File: config.mk
export PLATFORM = sky130hd
export DESIGN_NAME = note_player
export DESIGN_NICKNAME = d
export VERILOG_FILES = /design/src/rtl/note_player_pkg.sv /design/src/rtl/note_player_frequency_rom.sv /design/src/rtl/note_player.sv
export SDC_FILE = /design/constraint.sdc
export NUM_CORES = 1
export LEC_CHECK = 0
export BUFFER_PORTS_ARGS = -buffer_cell sky130_fd_sc_hd__buf_2
export CAP_MARGIN = 20
export CORE_ASPECT_RATIO = 1.1
export CORE_MARGIN = 8
export CORE_UTILIZATION = 54
export DETAILED_ROUTE_END_ITERATION = 10
export HOLD_SLACK_MARGIN = 0.12
export PLACE_DENSITY = 0.77
export SYNTH_ARGS = -nofsm -noshare
export SYNTH_HDL_FRONTEND = slang
export SYNTH_SLANG_ARGS = --single-unit
File: constraint.sdc
create_clock -name clk -period 3.9 [get_ports clk]
set_clock_uncertainty 0.15 [all_clocks]
set_input_delay 0.585 -clock clk [delete_from_list [all_inputs] [get_ports clk]]
set_output_delay 0.585 -clock clk [all_outputs]
set_load 0.005 [all_outputs]
File: src/rtl/note_player_pkg.sv
// Shared definitions for the voice playback path: field widths, FSM encoding
// and the note-to-phase-step mapping used by the frequency ROM.
package note_defs;
    localparam int NOTE_WIDTH     = 6;
    localparam int DURATION_WIDTH = 6;

    typedef enum logic [1:0] {
        IDLE    = 2'b00,
        LOAD    = 2'b01,
        PLAYING = 2'b10
    } state_t;

    // Note 1 is A1 (55 Hz); each 12 notes is one octave, i.e. a doubled step.
    // Base steps are f * 2^22 / 48 kHz for the lowest octave.
    function automatic logic [19:0] note_step(input logic [NOTE_WIDTH-1:0] n);
        logic [NOTE_WIDTH-1:0] idx;
        logic [NOTE_WIDTH-1:0] semi;
        logic [NOTE_WIDTH-1:0] oct;
        logic [19:0]           base;
        idx  = n - NOTE_WIDTH'(1);
        semi = idx % NOTE_WIDTH'(12);
        oct  = idx / NOTE_WIDTH'(12);
        case (semi)
            6'd0:    base = 20'd4806;
            6'd1:    base = 20'd5092;
            6'd2:    base = 20'd5394;
            6'd3:    base = 20'd5715;
            6'd4:    base = 20'd6055;
            6'd5:    base = 20'd6415;
            6'd6:    base = 20'd6797;
            6'd7:    base = 20'd7201;
            6'd8:    base = 20'd7629;
            6'd9:    base = 20'd8083;
            6'd10:   base = 20'd8563;
            default: base = 20'd9073;
        endcase
        return (n == '0) ? 20'd0 : (base << oct);
    endfunction
endpackage

File: src/rtl/note_player_frequency_rom.sv
// 64-entry note-to-step table with a registered read port; entry 0 (rest) is 0.
module frequency_rom
    import note_defs::*;
#(
    parameter int STEP_WIDTH = 20
) (
    input  logic                  clk,
    input  logic [NOTE_WIDTH-1:0] addr,
    output logic [STEP_WIDTH-1:0] data
);

    always_ff @(posedge clk) begin
        data <= STEP_WIDTH'(note_step(addr));
    end

endmodule

File: src/rtl/note_player.sv
// One playback voice: accepts a note/duration, counts beats down, and advances
// a phase accumulator by the note's step on each codec sample request.
//
// state   | meaning
// IDLE    | voice free; note_done follows play
// LOAD    | ROM lookup of the latched note; zero-length notes end here
// PLAYING | counting beats and stepping phase while play is high
module note_player
    import note_defs::*;
#(
    parameter int PHASE_WIDTH = 22,
    parameter int STEP_WIDTH  = 20    // must not exceed PHASE_WIDTH
) (
    input  logic                      clk,
    input  logic                      reset,
    input  logic                      play,
    input  logic                      beat,
    input  logic                      new_note,
    input  logic [NOTE_WIDTH-1:0]     note,
    input  logic [DURATION_WIDTH-1:0] duration,
    input  logic                      generate_next_sample,
    output logic                      note_done,
    output logic                      busy,
    output logic [NOTE_WIDTH-1:0]     active_note,
    output logic [PHASE_WIDTH-1:0]    phase,
    output logic                      sample_valid
);

    state_t                    state;
    logic [DURATION_WIDTH-1:0] beat_cnt;
    logic [STEP_WIDTH-1:0]     step_reg;

    // The ROM output register is the step register; it settles during LOAD.
    frequency_rom #(.STEP_WIDTH(STEP_WIDTH)) u_rom (
        .clk  (clk),
        .addr (active_note),
        .data (step_reg)
    );

    // Independent of new_note so the reader can gate its strobe on it without a loop.
    assign note_done = (state == IDLE) && play;
    assign busy      = (state == LOAD) || (state == PLAYING);

    always_ff @(posedge clk or posedge reset) begin
        if (reset) begin
            state        <= IDLE;
            beat_cnt     <= '0;
            phase        <= '0;
            active_note  <= '0;
            sample_valid <= 1'b0;
        end else begin
            sample_valid <= 1'b0;
            case (state)
                IDLE: begin
                    if (play && new_note) begin
                        active_note <= note;
                        beat_cnt    <= duration;
                        phase       <= '0;
                        state       <= LOAD;
                    end
                end
                LOAD: begin
                    state <= (beat_cnt == '0) ? IDLE : PLAYING;
                end
                PLAYING: begin
                    if (play) begin
                        if (generate_next_sample) begin
                            phase        <= phase + PHASE_WIDTH'(step_reg);
                            sample_valid <= 1'b1;
                        end
                        if (beat) begin
                            if (beat_cnt == DURATION_WIDTH'(1))
                                state <= IDLE;
                            else
                                beat_cnt <= beat_cnt - DURATION_WIDTH'(1);
                        end
                    end
                end
                default: state <= IDLE;
            endcase
        end
    end

endmodule

### Word-level counts from Yosys, hierarchy flattened

Memories as Yosys holds them, arrays and structs flattened.
Cells that the tools add are included.
W data, S select, Z words.

| operators by class | value |
|---|---|
| add/sub/neg operators | 3 |
| multipliers | 0 |
| divide/modulo/power cells | 2 |
| $lt $le $gt $ge | 0 |
| equal/unequal tests | 9 |
| shift-type cells | 1 |
| multiplexer cells | 19 |
| bitwise operators | 0 |
| reductions and logical operators | 12 |

Operators by type and width:

| cell | count |
|---|---|
| $mux W22 | 3 |
| $pmux W22 S2 | 1 |
| $mux W6 | 4 |
| $add A22 B20 Y22 | 1 |
| $mux W20 | 1 |
| $shl A20 B6 Y20 | 1 |
| $logic_not A6 Y1 | 2 |
| $pmux W6 S2 | 1 |
| $sub A6 B1 Y6 const B | 2 |
| $mux W2 | 5 |
| $ne A2 B2 Y1 const B | 4 |
| $reduce_and A4 Y1 | 2 |
| $div A6 B4 Y6 const B | 1 |
| $eq A6 B1 Y1 const B | 1 |
| $mod A6 B4 Y6 const B | 1 |
| $pmux W2 S3 | 1 |
| $reduce_and A5 Y1 | 1 |
| $logic_not A2 Y1 | 2 |
| $ne A2 B1 Y1 const B | 2 |
| $mux W1 | 3 |
| $eq A2 B1 Y1 const B | 1 |
| $eq A2 B2 Y1 const B | 1 |
| $logic_and A1 B1 Y1 | 2 |
| $reduce_and A2 Y1 | 1 |
| 2 further kinds | 2 |

| storage, ports and cells | value |
|---|---|
| register bits | 57 |
| bits in latches | 0 |
| memory bits (writable) | 0 |
| ROM bits | 224 |
| bits of input ports | 18 |
| output and inout port bits | 31 |
| logic and storage cells | 53 |
| memories kept | 1 |

Memory list:

| name | depth | width | rd ports | clocked after Yosys merged registers in | write ports | line | source |
|---|---|---|---|---|---|---|---|
| (no name shown) | 16 | 14 | 1 | 0 | 0 | note_player_pkg.sv:23 | `case (semi)` |

### Depth between registers and ports, before layout

| depth | value |
|---|---|
| depth in word-level cells | 5 |
| mapped depth | 19 |
| mapped depth without buffers | 15 |

### Modules after synthesis

From an unflattened synthesis, not the netlist that was laid out.

| unflattened totals | value |
|---|---|
| cells, all modules | 595 |
| area total of the unflattened synthesis | 4,914.7 µm² |

By module, submodules not included:

| module | times used | cells each | area an instance (µm²) | sequential area each (µm²) |
|---|---|---|---|---|
| note_player | 1 | 302 | 2,652.5 | 925.9 |
| frequency_rom | 1 | 293 | 2,262.2 | 400.4 |

### Worst setup path before layout

OpenSTA, ideal clock, no wires.

| timing path | value |
|---|---|
| path type | reg2reg |
| start | register active_note[0] |
| end | register u_rom.data[15] |
| library setup time | 0.157 ns |
| arrival | 3.964 ns |
| data required time | 3.593 ns |
| setup slack | -0.371 ns |
| stages on the path, launching flop included | 18 |
| buffers on the path | 2 |
| clock period less this slack | 4.271 ns |
| path through | dfrtp_1 > clkbuf_1 > inv_1 > ha_1 > buf_2 > nor3b_1 > xnor2_1 > inv_1 > ha_1 > or4_1 > mux2i_1 > o21a_1 > nor3_1 > or4_1 > a21o_1 > a21o_1 > a32oi_1 > o32ai_1 |

| between the ends | value |
|---|---|
| cells in the longest elaborated chain, start to end | 5 |
| elaborated cells between the ends (all ways) | 8 |
| those cells by class | add/sub (1); div (2); shift (1); mux (1); reduce/logical (2); memory (1) |

RTL lines:

| element | line | source |
|---|---|---|
| start: declaration | note_player.sv:24 | `output logic [NOTE_WIDTH-1:0] active_note,` |
| start signal: assignment | note_player.sv:56 | `active_note <= note;` |
| $sub A6 B1 Y6 | note_player_pkg.sv:20 | `idx = n - NOTE_WIDTH'(1);` |
| $mod A6 B4 Y6 | note_player_pkg.sv:21 | `semi = idx % NOTE_WIDTH'(12);` |
| $mem_v2 Z16 W14 or $logic_not A2 Y1 (tied branches) | -- |  |
| $mux W20 | note_player_pkg.sv:23 |  |
| $shl A20 B6 Y20 | note_player_pkg.sv:37 | `return (n == '0) ? 20'd0 : (base << oct);` |
| end signal: assignment | note_player_frequency_rom.sv:13 | `data <= STEP_WIDTH'(note_step(addr));` |
| end: declaration | note_player_frequency_rom.sv:9 | `output logic [STEP_WIDTH-1:0] data` |

Parallel ways exist; a longest one is shown, timed or not.
A chain may end at the register's enable or synchronous reset.

### Final worst setup path

Same ends and word-level chain as after synthesis.

==> results.ini <==
[status]
status=finished clean

[synthesis]
synth_edf_count=0
netlist_area_um2=4430
yosysWarnings=0
synth.distinct_cells=74
ys_seq_area_share_pct=30.0
synth_async_sr_flop_share_pct=64.9
syn_nets=562
ys_ff_latch=57
synthCells=511
postSynthAreaPerCell_um2=8.66
synthFlopType=dfrtp_1

[final_layout]
finish.instance_area_um2=5420
final_common_cell=buf_2
antenna_cells=0
syn2layout_area_growth_pct=22.4
drive_above_1_share_pct=26.3
finalNetCount=639
layout.cells.most_common_list=buf_2 (48), a21oi_1 (41), buf_4 (41)

[sta]
final_max_slew_viol_count=0
setup_ws_ps=37.6
period_needed_ps=3860
maxSlewHeadroom_pct=26.0
hold_viol_final=0
post-route-period-util_pct=99.0
tightest_slew_ps=1100
rsz0062_at_grt=true
max_freq_mhz=259
fin_tns_setup_ps=0
finalSetupViolCount=0

[global_route]
track_usage_pct=19.9
use_met2_pct=32.5
overflow=0
use_met1_pct=25.6
met3_usage_pct=2.70
grt-busiest-layer=met2
grt_pass1_wl_um=18800
first_global_vias=4007
grt_antenna_before_repair=0
grt_max_degree=38

[clock_tree]
htreeDepth=3
cts_tree=done
cts.path.max_buffers=2
worstSkewPairLatency_ps=320
cts_sinks=57
cts_buffers=9
root_buffer=clkbuf_8
clk_pin_slew_ps=70

[worst_setup_path]
critical_path_class=reg -> reg
slowest_stage=or4_1
cp.arrival_ps=3870
critPathMaxFanout=4
startpoint_type=register
critPathCaptureType=register
path_cells=buf_4 -> nor3_4 -> a21boi_0 -> or2_4 -> ha_4 -> or4_4 -> mux2i_4 -> o21a_1 -> nor3_4 -> or4_1 -> a21o_1 -> a21o_1 -> a32oi_2 -> o32ai_2
worstPathRequired_ps=3900
slowest_delay_ps=460

[routing]
dr.pass1.iters=5
wl_per_cell_um=16.6
vias=4245
drtAntennaViolNets=0
routed_wirelength_um=11700
drcViolationCount=0
avgViaCountPerCell=6.06
drt_iter0_drc=313

[floorplanning]
die_area_um2=11400
io_pins=49
die_h_um=111
start_util_pct=55.6
core-area_um2=7960
die_w_um=102
num_rows=34

[place]
place_area_um2=5020
gp_congestion=0.925
dp_worst_setup_slack_ps=-10.6
dp.final_hpwl_um=8780
io_buffer_count=48

[flow_run]
maxCapViolCount=0

[worst_hold_path]
hp-class=in -> async

==> registers in the layout, indices dropped and copies added (netlist names) <==
register	count
phase	22
u_rom.data	20
active_note	6
beat_cnt	6
state	2
sample_valid	1
==> kinds of logic (layout without fill, tap and decap cells) <==
| group | Yosys count | count (layout) | synth area share (%) |
|---|---|---|---|
| compound gates | 184 | 184 | 30.3 |
| simple gates | 147 | 147 | 16.4 |
| flops | 57 | 57 | 30.0 |
| buf+inv | 44 | 126 | 3.82 |
| fa+ha+maj | 33 | 33 | 9.50 |
| xor+xnor | 27 | 27 | 5.34 |
| mux | 19 | 19 | 4.69 |
==> critical path, delay by kind of cell, from the launching register on <==
family | cells | cell delay [ps]
multiplexers | 1 | 170
adder cells (fa/ha/maj) | 1 | 170
flip-flops | 1 | 440
AO/OA/AOI/OAI | 6 | 1240
buffers and inverters | 1 | 150
AND/OR/NAND/NOR | 5 | 1380
==> layer usage <==
metal	wire length, um	vias to the layer above
met1	5070	2024
met5	0	-
met3	603	14
li1	-	2070
met4	201	0
met2	5800	137
==> cell usage after synthesis (7+ instances only) <==
library cell  count  share of area, %
a211o_1           8               1.6
a21o_1            8               1.4
a21oi_1          42               4.7
a22o_1           17               3.4
a31oi_1           7              0.99
and2_1            7              0.99
clkbuf_1         21               1.8
dfrtp_1          37                21
dfxtp_1          20               9.0
ha_1             32               9.0
inv_1            19               1.6
mux2_2            7               1.8
mux2i_1          10               2.3
nand2_1          37               3.1
nand2b_1          7              0.99
nand3_1          14               1.6
nor2_1           39               3.3
nor3_1           11               1.2
o21ai_0          23               2.6
o22a_1            7               1.4
xnor2_1          19               3.8
xor2_1            8               1.6
==> final timing paths <==
path	from	end	slack, ps	cells after the start
setup reg to reg	active_note[0]$_DFFE_PP0P_	u_rom.data[15]$_SDFF_PN0_	40	14
min in group clk	note[2]	active_note[2]$_DFFE_PP0P_	350	2
hold reg to reg	phase[0]$_DFFE_PP0P_	phase[0]$_DFFE_PP0P_	370	2
setup / recovery	active_note[0]$_DFFE_PP0P_	u_rom.data[15]$_SDFF_PN0_	40	14
max in group asynchronous	reset	active_note[0]$_DFFE_PP0P_	3040	3
hold / removal	reset	phase[0]$_DFFE_PP0P_	210	3
==> timing repair <==
item / in CTS / in global routing
pin swaps: 0 / 14
setup buffers: 0 / 8
gates resized for setup: 2 / 24
endpoints found under the setup margin: 9 / 18
hold buffers: 0 / 0
==> through the flow <==
stage          util [%]  cells  hold slack (ps)
2_1_floorplan         -    511              333
3_3_place_gp       63.1    677              335
3_5_place_dp       63.1    677              355
4_1_cts            65.7    693              221
5_1_grt            68.1    701              281
6_report           68.1    701              211
==> final cells by class <==
class                           count  area, um2
Inverter                           19       73.8
Timing Repair Buffer               91        583
Tap cell                          108        135
Multi-Input combinational cell    410       3100
Clock buffer                       13        159
Fill cell                         626       2540
Clock inverter                      3       40.0
Sequential cell                    57       1330
Power is not shown: default switching activity piles up to over one toggle a cycle in this logic, so the estimate is an artifact.
